==> config.mk <==
export PLATFORM = sky130hd
export DESIGN_NAME = mac4_window_scan
export DESIGN_NICKNAME = d
export VERILOG_FILES = /design/src/rtl/cnn_pkg.sv /design/src/rtl/mac4.sv /design/src/rtl/mac4_window_scan.sv
export SDC_FILE = /design/constraint.sdc
export NUM_CORES = 1
export LEC_CHECK = 0
export ABC_AREA = 1
export CORE_MARGIN = 5
export CORE_UTILIZATION = 25
export CTS_CLUSTER_DIAMETER = 30
export CTS_CLUSTER_SIZE = 40
export DETAILED_ROUTE_END_ITERATION = 8
export PLACE_DENSITY_LB_ADDON = 0.15
export SYNTH_ARGS = -nofsm -noshare
export SYNTH_HDL_FRONTEND = slang
export SYNTH_SLANG_ARGS = --single-unit
==> constraint.sdc <==
create_clock -name clk -period 14.4 [get_ports clk]
set_clock_uncertainty 0.2 [all_clocks]
set_input_delay 3.6 -clock clk [delete_from_list [all_inputs] [get_ports clk]]
set_output_delay 3.6 -clock clk [all_outputs]
set_load 0.02 [all_outputs]
==> src/rtl/cnn_pkg.sv <==
// Shared types and sizing helpers for the CNN window-scan blocks.
package cnn_pkg;

  typedef enum logic [1:0] {
    IDLE  = 2'd0,
    RUN   = 2'd1,
    FLUSH = 2'd2
  } scan_state_t;

  // Sum of four signed data_width x data_width products needs two guard bits.
  function automatic int acc_w(input int dw);
    return 2 * dw + 2;
  endfunction

  localparam int ACC_W = acc_w(8);

endpackage

==> src/rtl/mac4.sv <==
// Combinational signed 4-way dot product: acc = sum(w[i] * d[i]).
module mac4
  import cnn_pkg::*;
#(
  parameter int DW = 8,
  parameter int RW = acc_w(DW)
) (
  input  logic [3:0][DW-1:0] w,
  input  logic [3:0][DW-1:0] d,
  output logic signed [RW-1:0] acc
);

  logic signed [2*DW-1:0] prod [4];

  for (genvar i = 0; i < 4; i++) begin : g_lane
    assign prod[i] = $signed(w[i]) * $signed(d[i]);
  end

  assign acc = RW'(prod[0]) + RW'(prod[1]) + RW'(prod[2]) + RW'(prod[3]);

endmodule

==> src/rtl/mac4_window_scan.sv <==
// Scans every 2x2 window of a row-major tile in the register file and streams
// the weighted window sums out over a valid/ready handshake.
module mac4_window_scan
  import cnn_pkg::*;
#(
  parameter int data_width = 8,
  parameter int tile_w     = 4,
  parameter int tile_h     = 8
) (
  input  logic                           clk,
  input  logic                           nrst,
  input  logic                           start,
  input  logic [data_width-1:0]          w0,
  input  logic [data_width-1:0]          w1,
  input  logic [data_width-1:0]          w2,
  input  logic [data_width-1:0]          w3,
  output logic [4:0]                     add_1,
  output logic [4:0]                     add_2,
  output logic [4:0]                     add_3,
  output logic [4:0]                     add_4,
  input  logic [data_width-1:0]          out1,
  input  logic [data_width-1:0]          out2,
  input  logic [data_width-1:0]          out3,
  input  logic [data_width-1:0]          out4,
  output logic signed [2*data_width+1:0] res,
  output logic                           res_valid,
  input  logic                           res_ready,
  output logic                           busy,
  output logic                           done
);

  localparam int RW = acc_w(data_width);
  localparam int CB = (tile_w > 2) ? $clog2(tile_w) : 1;
  localparam int RB = (tile_h > 2) ? $clog2(tile_h) : 1;
  localparam logic [CB-1:0] C_LAST = CB'(tile_w - 2);
  localparam logic [RB-1:0] R_LAST = RB'(tile_h - 2);

  scan_state_t                  state_q, state_d;
  logic [RB-1:0]                r_q, r_d;
  logic [CB-1:0]                c_q, c_d;
  logic [3:0][data_width-1:0]   w_q, w_d;
  logic signed [RW-1:0]         res_q, res_d;
  logic                         vld_q, vld_d;
  logic                         done_q, done_d;
  logic signed [RW-1:0]         mac_res;
  logic [4:0]                   base;
  logic                         run;

  assign run  = (state_q == RUN);
  assign base = 5'(int'(r_q) * tile_w + int'(c_q));

  // Addresses are only meaningful while scanning; park them at 0 otherwise.
  assign add_1 = run ? base                   : 5'd0;
  assign add_2 = run ? base + 5'd1            : 5'd0;
  assign add_3 = run ? base + 5'(tile_w)      : 5'd0;
  assign add_4 = run ? base + 5'(tile_w + 1)  : 5'd0;

  mac4 #(.DW(data_width), .RW(RW)) u_mac4 (
    .w   (w_q),
    .d   ({out4, out3, out2, out1}),
    .acc (mac_res)
  );

  always_comb begin
    state_d = state_q;
    r_d     = r_q;
    c_d     = c_q;
    w_d     = w_q;
    res_d   = res_q;
    vld_d   = vld_q;
    done_d  = 1'b0;
    case (state_q)
      IDLE: begin
        if (start) begin
          state_d = RUN;
          w_d     = {w3, w2, w1, w0};
          r_d     = '0;
          c_d     = '0;
        end
      end
      RUN: begin
        // A new result may be loaded whenever the output slot is empty or draining.
        if (!vld_q || res_ready) begin
          res_d = mac_res;
          vld_d = 1'b1;
          if (c_q == C_LAST) begin
            c_d = '0;
            if (r_q == R_LAST) begin
              r_d     = '0;
              state_d = FLUSH;
            end else begin
              r_d = r_q + 1'b1;
            end
          end else begin
            c_d = c_q + 1'b1;
          end
        end
      end
      FLUSH: begin
        if (vld_q && res_ready) begin
          vld_d   = 1'b0;
          done_d  = 1'b1;
          state_d = IDLE;
        end
      end
      default: state_d = IDLE;
    endcase
  end

  always_ff @(posedge clk or negedge nrst) begin
    if (!nrst) begin
      state_q <= IDLE;
      r_q     <= '0;
      c_q     <= '0;
      w_q     <= '0;
      res_q   <= '0;
      vld_q   <= 1'b0;
      done_q  <= 1'b0;
    end else begin
      state_q <= state_d;
      r_q     <= r_d;
      c_q     <= c_d;
      w_q     <= w_d;
      res_q   <= res_d;
      vld_q   <= vld_d;
      done_q  <= done_d;
    end
  end

  assign res       = res_q;
  assign res_valid = vld_q;
  assign busy      = (state_q != IDLE);
  assign done      = done_q;

endmodule
## After elaboration in Yosys (flattened, before gate mapping)

Index checks and enable logic that the tools add are counted.

- Register bits after elaboration: 59
- Latch bits: 0
- Memory bits (writable): 0
- Bits in read-only memories: 0
- Input port bits: 68
- Memories kept: 0

- $add $sub $neg: 9
- Multiply operators: 4
- Div/mod/pow operators: 0
- Magnitude comparators: 0
- Eq/ne operators: 9
- Shift operators: 0
- Muxes and demuxes: 24
- Bitwise gates (word level): 0
- Reduce and logical (&&, ||, !) cells: 13

Operators with widths:

| kind | count |
|---|---|
| 8-bit by 8-bit multiplier with 16-bit output | 4 |
| 5-bit two-way mux | 4 |
| 17-bit by 16-bit adder with 18-bit output | 1 |
| 18-bit by 16-bit adder with 18-bit output | 1 |
| 16-bit by 16-bit adder with 17-bit output | 1 |
| 2-bit two-way mux | 8 |
| 3-bit two-way mux | 4 |
| 5-bit by 3-bit adder with 5-bit output, second input constant | 2 |
| 2-bit by 1-bit inequality test with 1-bit output, second input constant | 3 |
| 2-bit one-hot mux with 3 select lines | 1 |
| 3-bit one-hot mux with 2 select lines | 1 |
| 3-bit AND reduction | 2 |
| 2-bit nonzero test | 3 |
| 5-bit by 1-bit adder with 5-bit output, second input constant | 1 |
| 5-bit by 2-bit adder with 5-bit output | 1 |
| 5-bit AND reduction | 1 |
| 2-bit == test, second input constant | 2 |
| 1-bit two-way mux | 4 |
| 2-bit inequality test, second input constant | 2 |
| 2-bit one-hot mux with 2 select lines | 1 |
| 2-bit AND reduction | 2 |
| 4-bit AND reduction | 1 |
| 3-bit by 1-bit adder with 3-bit output, second input constant | 1 |
| 3-bit == test, second input constant | 1 |
| 7 further kinds | 7 |

## Depth between registers and ports, before layout

- Depth after elaboration: 5
- Mapped depth: 31
- Mapped depth without buffers: 31

## Modules after synthesis

Synthesis repeated with hierarchy kept, for this count alone.

- Cell total of the unflattened synthesis: 1665
- Area, all modules: 14317.5 um^2

Modules (own cells, without submodules):

| module | instances | cells each | area each (um^2) |
|---|---|---|---|
| mac4 | 1 | 1419 | 11588.6 |
| mac4_window_scan | 1 | 246 | 2728.9 |

## Worst setup path before layout

No wires, ideal clock.

- Path type: input-to-reg
- Start point: input out4[0]
- End point: register res_q[16], in the netlist res[16]
- Setup time: 117 ps
- Data arrival time: 9355 ps
- Required time: 14083 ps
- Setup slack: 4728 ps
- Stages: 24
- Cells stage by stage: clkbuf_1 nand2_1 fa_1 inv_1 fa_1 inv_1 fa_1 inv_1 fa_1 fa_1 fa_1 fa_1 inv_1 fa_1 inv_1 ha_1 nand2_1 a21oi_1 nor3_2 nor2_1 nor3_1 nand3b_1 nand3_1 nand2_1

- Cells in the longest elaborated chain, start to end: 2

RTL lines:

| what | line | source |
|---|---|---|
| start, declared | mac4_window_scan.sv:24 | `input logic [data_width-1:0] out4,` |
| 8-bit by 8-bit multiplier with 16-bit output | mac4.sv:16 | `assign prod[i] = $signed(w[i]) * $signed(d[i]);` |
| 18-bit by 16-bit adder with 18-bit output | mac4.sv:19 | `assign acc = RW'(prod[0]) + RW'(prod[1]) + RW'(prod[2]) + RW'(prod[3]);` |
| end signal, assigned | mac4_window_scan.sv:124 | `res_q <= res_d;` |
| end, declared | mac4_window_scan.sv:42 | `logic signed [RW-1:0] res_q, res_d;` |

Every way passes these cells.
A chain may end at the register's enable or synchronous reset.

## Worst setup path after layout

- Start point: input out4[0]
- End point: register res_q[14], in the netlist res[14]

Same word-level chain as after synthesis.

==> impl_metrics.tcl <==
set metrics [dict create \
    coreArea_um2 55090 \
    die_x_um 246.0 \
    ios 109 \
    clk_latency_ns 0.38 \
    area_delta_synth_final_pct 14.62 \
    synthMuxAreaShare_pct 2.587 \
    max_freq_mhz 96.76 \
    cts_buffers 9 \
    synth_fa_ha_area_share_pct 54.96 \
    cts.clk_slew.worst_paths_ns 0.06 \
    crit_top_cell "fa_1" \
    layout_commonest_cell "inv_1" \
    synth-compound-area-share_pct 1.779 \
    cp_top_family "adder cells" \
    cpMaxStageDelayCell "fa_1" \
    drive_gt1_share_pct 5.060 \
    place.gp.congestion 0.8045 \
    yosys-top-cells-area "fa_1 (46%), inv_1 (14%), dfrtp_1 (11%)" \
    synth_xor_area_share_pct 0.8175 \
    grt_max_degree 60 \
    drc_errors 0 \
    antenna_found_initial 1 \
    drt_iter0_drc 413 \
    ff_latch_area_um2 1476 \
    die_h_um 246.0 \
    met3WireLength_um 1100 \
    drtPass1Iterations 5 \
    syn_avg_cell_area_um2 8.667 \
    final_cell_mix "inv_1 (521), nand2_1 (329), fa_1 (318)" \
    initial_core_util_pct 25.28 \
    synth_top_area_share_pct 45.71 \
    ctsHoldBuffers 0 \
    syn-num-nets 2096 \
    rsz0062_at_grt "no" \
    dp_hpwl_um 31810 \
    max-slew-margin-rel_pct 41.60 \
    async_reset_ff_share_pct 100.0 \
    std_cell_rows 86 \
    seq_area_frac_synth_pct 10.60 \
    root_buffer "clkbuf_16" \
    post_drt_wl_per_cell_um 14.72 \
    portBuffers 108 \
    multi_input_area_um2 10170 \
    cts_setup_buffers 0 \
    worstPathArrival_ns 10.41 \
    synth-seq-cells 59 \
    routed.top_layer "met4" \
    synthCells 1607 \
    vias_per_cell 3.978 \
    yosys.area.top_type "fa_1" \
    yosys.area_share.simple_pct 12.85 \
    max_stage_delay_ns 0.74 \
    finalHoldViolations 0 \
    fin_crit_ns 10.33 \
    htreeDepth 3 \
    crit_type "primary input to register" \
    synth_flop_cell "dfrtp_1" \
    cts_resized 0 \
    dieArea_um2 60530 \
    tightest_slew_ns 0.8760 \
    clk_path_buf_depth 2 \
    status "completed" \
    ys_warn_count 0 \
    fillers 5972 \
    grt_use_total_pct 12.50 \
    drv_slew 0 \
    met1_length_um 15270 \
    drv_cap 0 \
    crit_path_max_fanout 8 \
    drtAntennaViolNets 0 \
    worstSetupStartpointType "primary input" \
    synth_top_family_by_area "adder cells" \
    synth_cell_types 34 \
    route.met2.wl_um 18620 \
    wl_um 35460 \
    setup_viol 0 \
    finalCritPeriodShare_pct 71.77 \
    cts.sinks 59 \
    setup_tns_ns 0 \
    gr-total-overflow 0 \
    grt_pass1_wl_um 58220 \
    final_nets 2144 \
    cts_tree "done" \
    hold_class "register to register" \
    vias 9584 \
    synth_area_um2 13930 \
    first_global_vias 10500 \
    crit_buf_inv 7 \
    synth_edf_count 0 \
    required_ns 14.47 \
    endpoint_kind "register" \
]
tightest hold or removal path: stages (launching register included):
cell	delay, ns
dfrtp_1	0.35
nand2_1	0.06
nand2_1	0.05
cell type report:
type | instances | share of cell area (%)
Multi-Input combinational cell | 950 | 63.68
Inverter | 526 | 12.40
Sequential cell | 59 | 9.248
Timing Repair Buffer | 109 | 6.803
Tap cell | 748 | 5.863
Clock buffer | 10 | 1.434
Clock inverter | 6 | 0.5565
Antenna cell | 1 | 0.01568
cells in the mapped netlist (3+ instances only):
cell type and instances:
inv_1 521, nand2_1 329, fa_1 318, ha_1 103, clkbuf_1 62, dfrtp_1 59, nor2_1 48, mux2_2 32
nand3_1 27, or2_2 15, a21oi_1 14, o21ai_0 14, buf_4 7, o21ai_1 7, xnor2_1 7, xor2_1 6
nor2_2 5, a31oi_1 4, inv_2 4, nand2_2 4, nand3b_1 3, nand4_1 3
cells by family (layout without fill, tap and decap cells):
| logic type | count (synthesis) | in the layout |
|---|---|---|
| compound gates | 45 | 45 |
| xor+xnor | 13 | 13 |
| fa+ha+maj | 421 | 421 |
| buf+inv | 598 | 651 |
| flops | 59 | 59 |
| mux | 32 | 32 |
| other cells | 0 | 1 |
| simple gates | 439 | 439 |
state kept, by name (all words and copies together), names as in the netlist:
register / cells
w_q: 32
res: 18
r_q: 3
c_q: 2
state_q: 2
done: 1
res_valid: 1
path summary, 6_finish.rpt:
kind / startpoint / end / slack, ns / cells after the start
worst min-delay path: res[0]$_DFFE_PN0P_ / res[0]$_DFFE_PN0P_ / 0.28 / 2
worst max register to register: w_q[23]$_DFFE_PN0P_ / res[17]$_DFFE_PN0P_ / 7.39 / 23
max in group asynchronous: nrst / w_q[22]$_DFFE_PN0P_ / 10.28 / 1
min in group asynchronous: nrst / res[2]$_DFFE_PN0P_ / 3.14 / 1
worst min register to register: res[0]$_DFFE_PN0P_ / res[0]$_DFFE_PN0P_ / 0.28 / 2
worst max-delay path: out4[0] / res[14]$_DFFE_PN0P_ / 4.07 / 27
metal layers:
layer,vias to the layer above,GRT usage [%]
met3,15,2.105
met5,-,0
li1,4572,-
met4,0,2.757
met1,4904,16.10
met2,93,22.09
stage by stage:
stage                     cells  utilization [%]  cell area (um^2)  setup slack [ns]  hold slack, ns
after floorplan            1607                -             13930             4.728          0.3268
after global placement     2392            28.40             15640             3.686          0.2635
after detailed placement   2392            28.40             15640             3.630          0.2695
after CTS                  2408            28.97             15960             4.049          0.2849
after global routing       2408            28.97             15960             3.592          0.3157
final                      2409            28.98             15960             4.065          0.2841
Power is left out: the tool's default activity adds up to more than one toggle a clock period on the data nets, which glitch-free logic cannot reach.
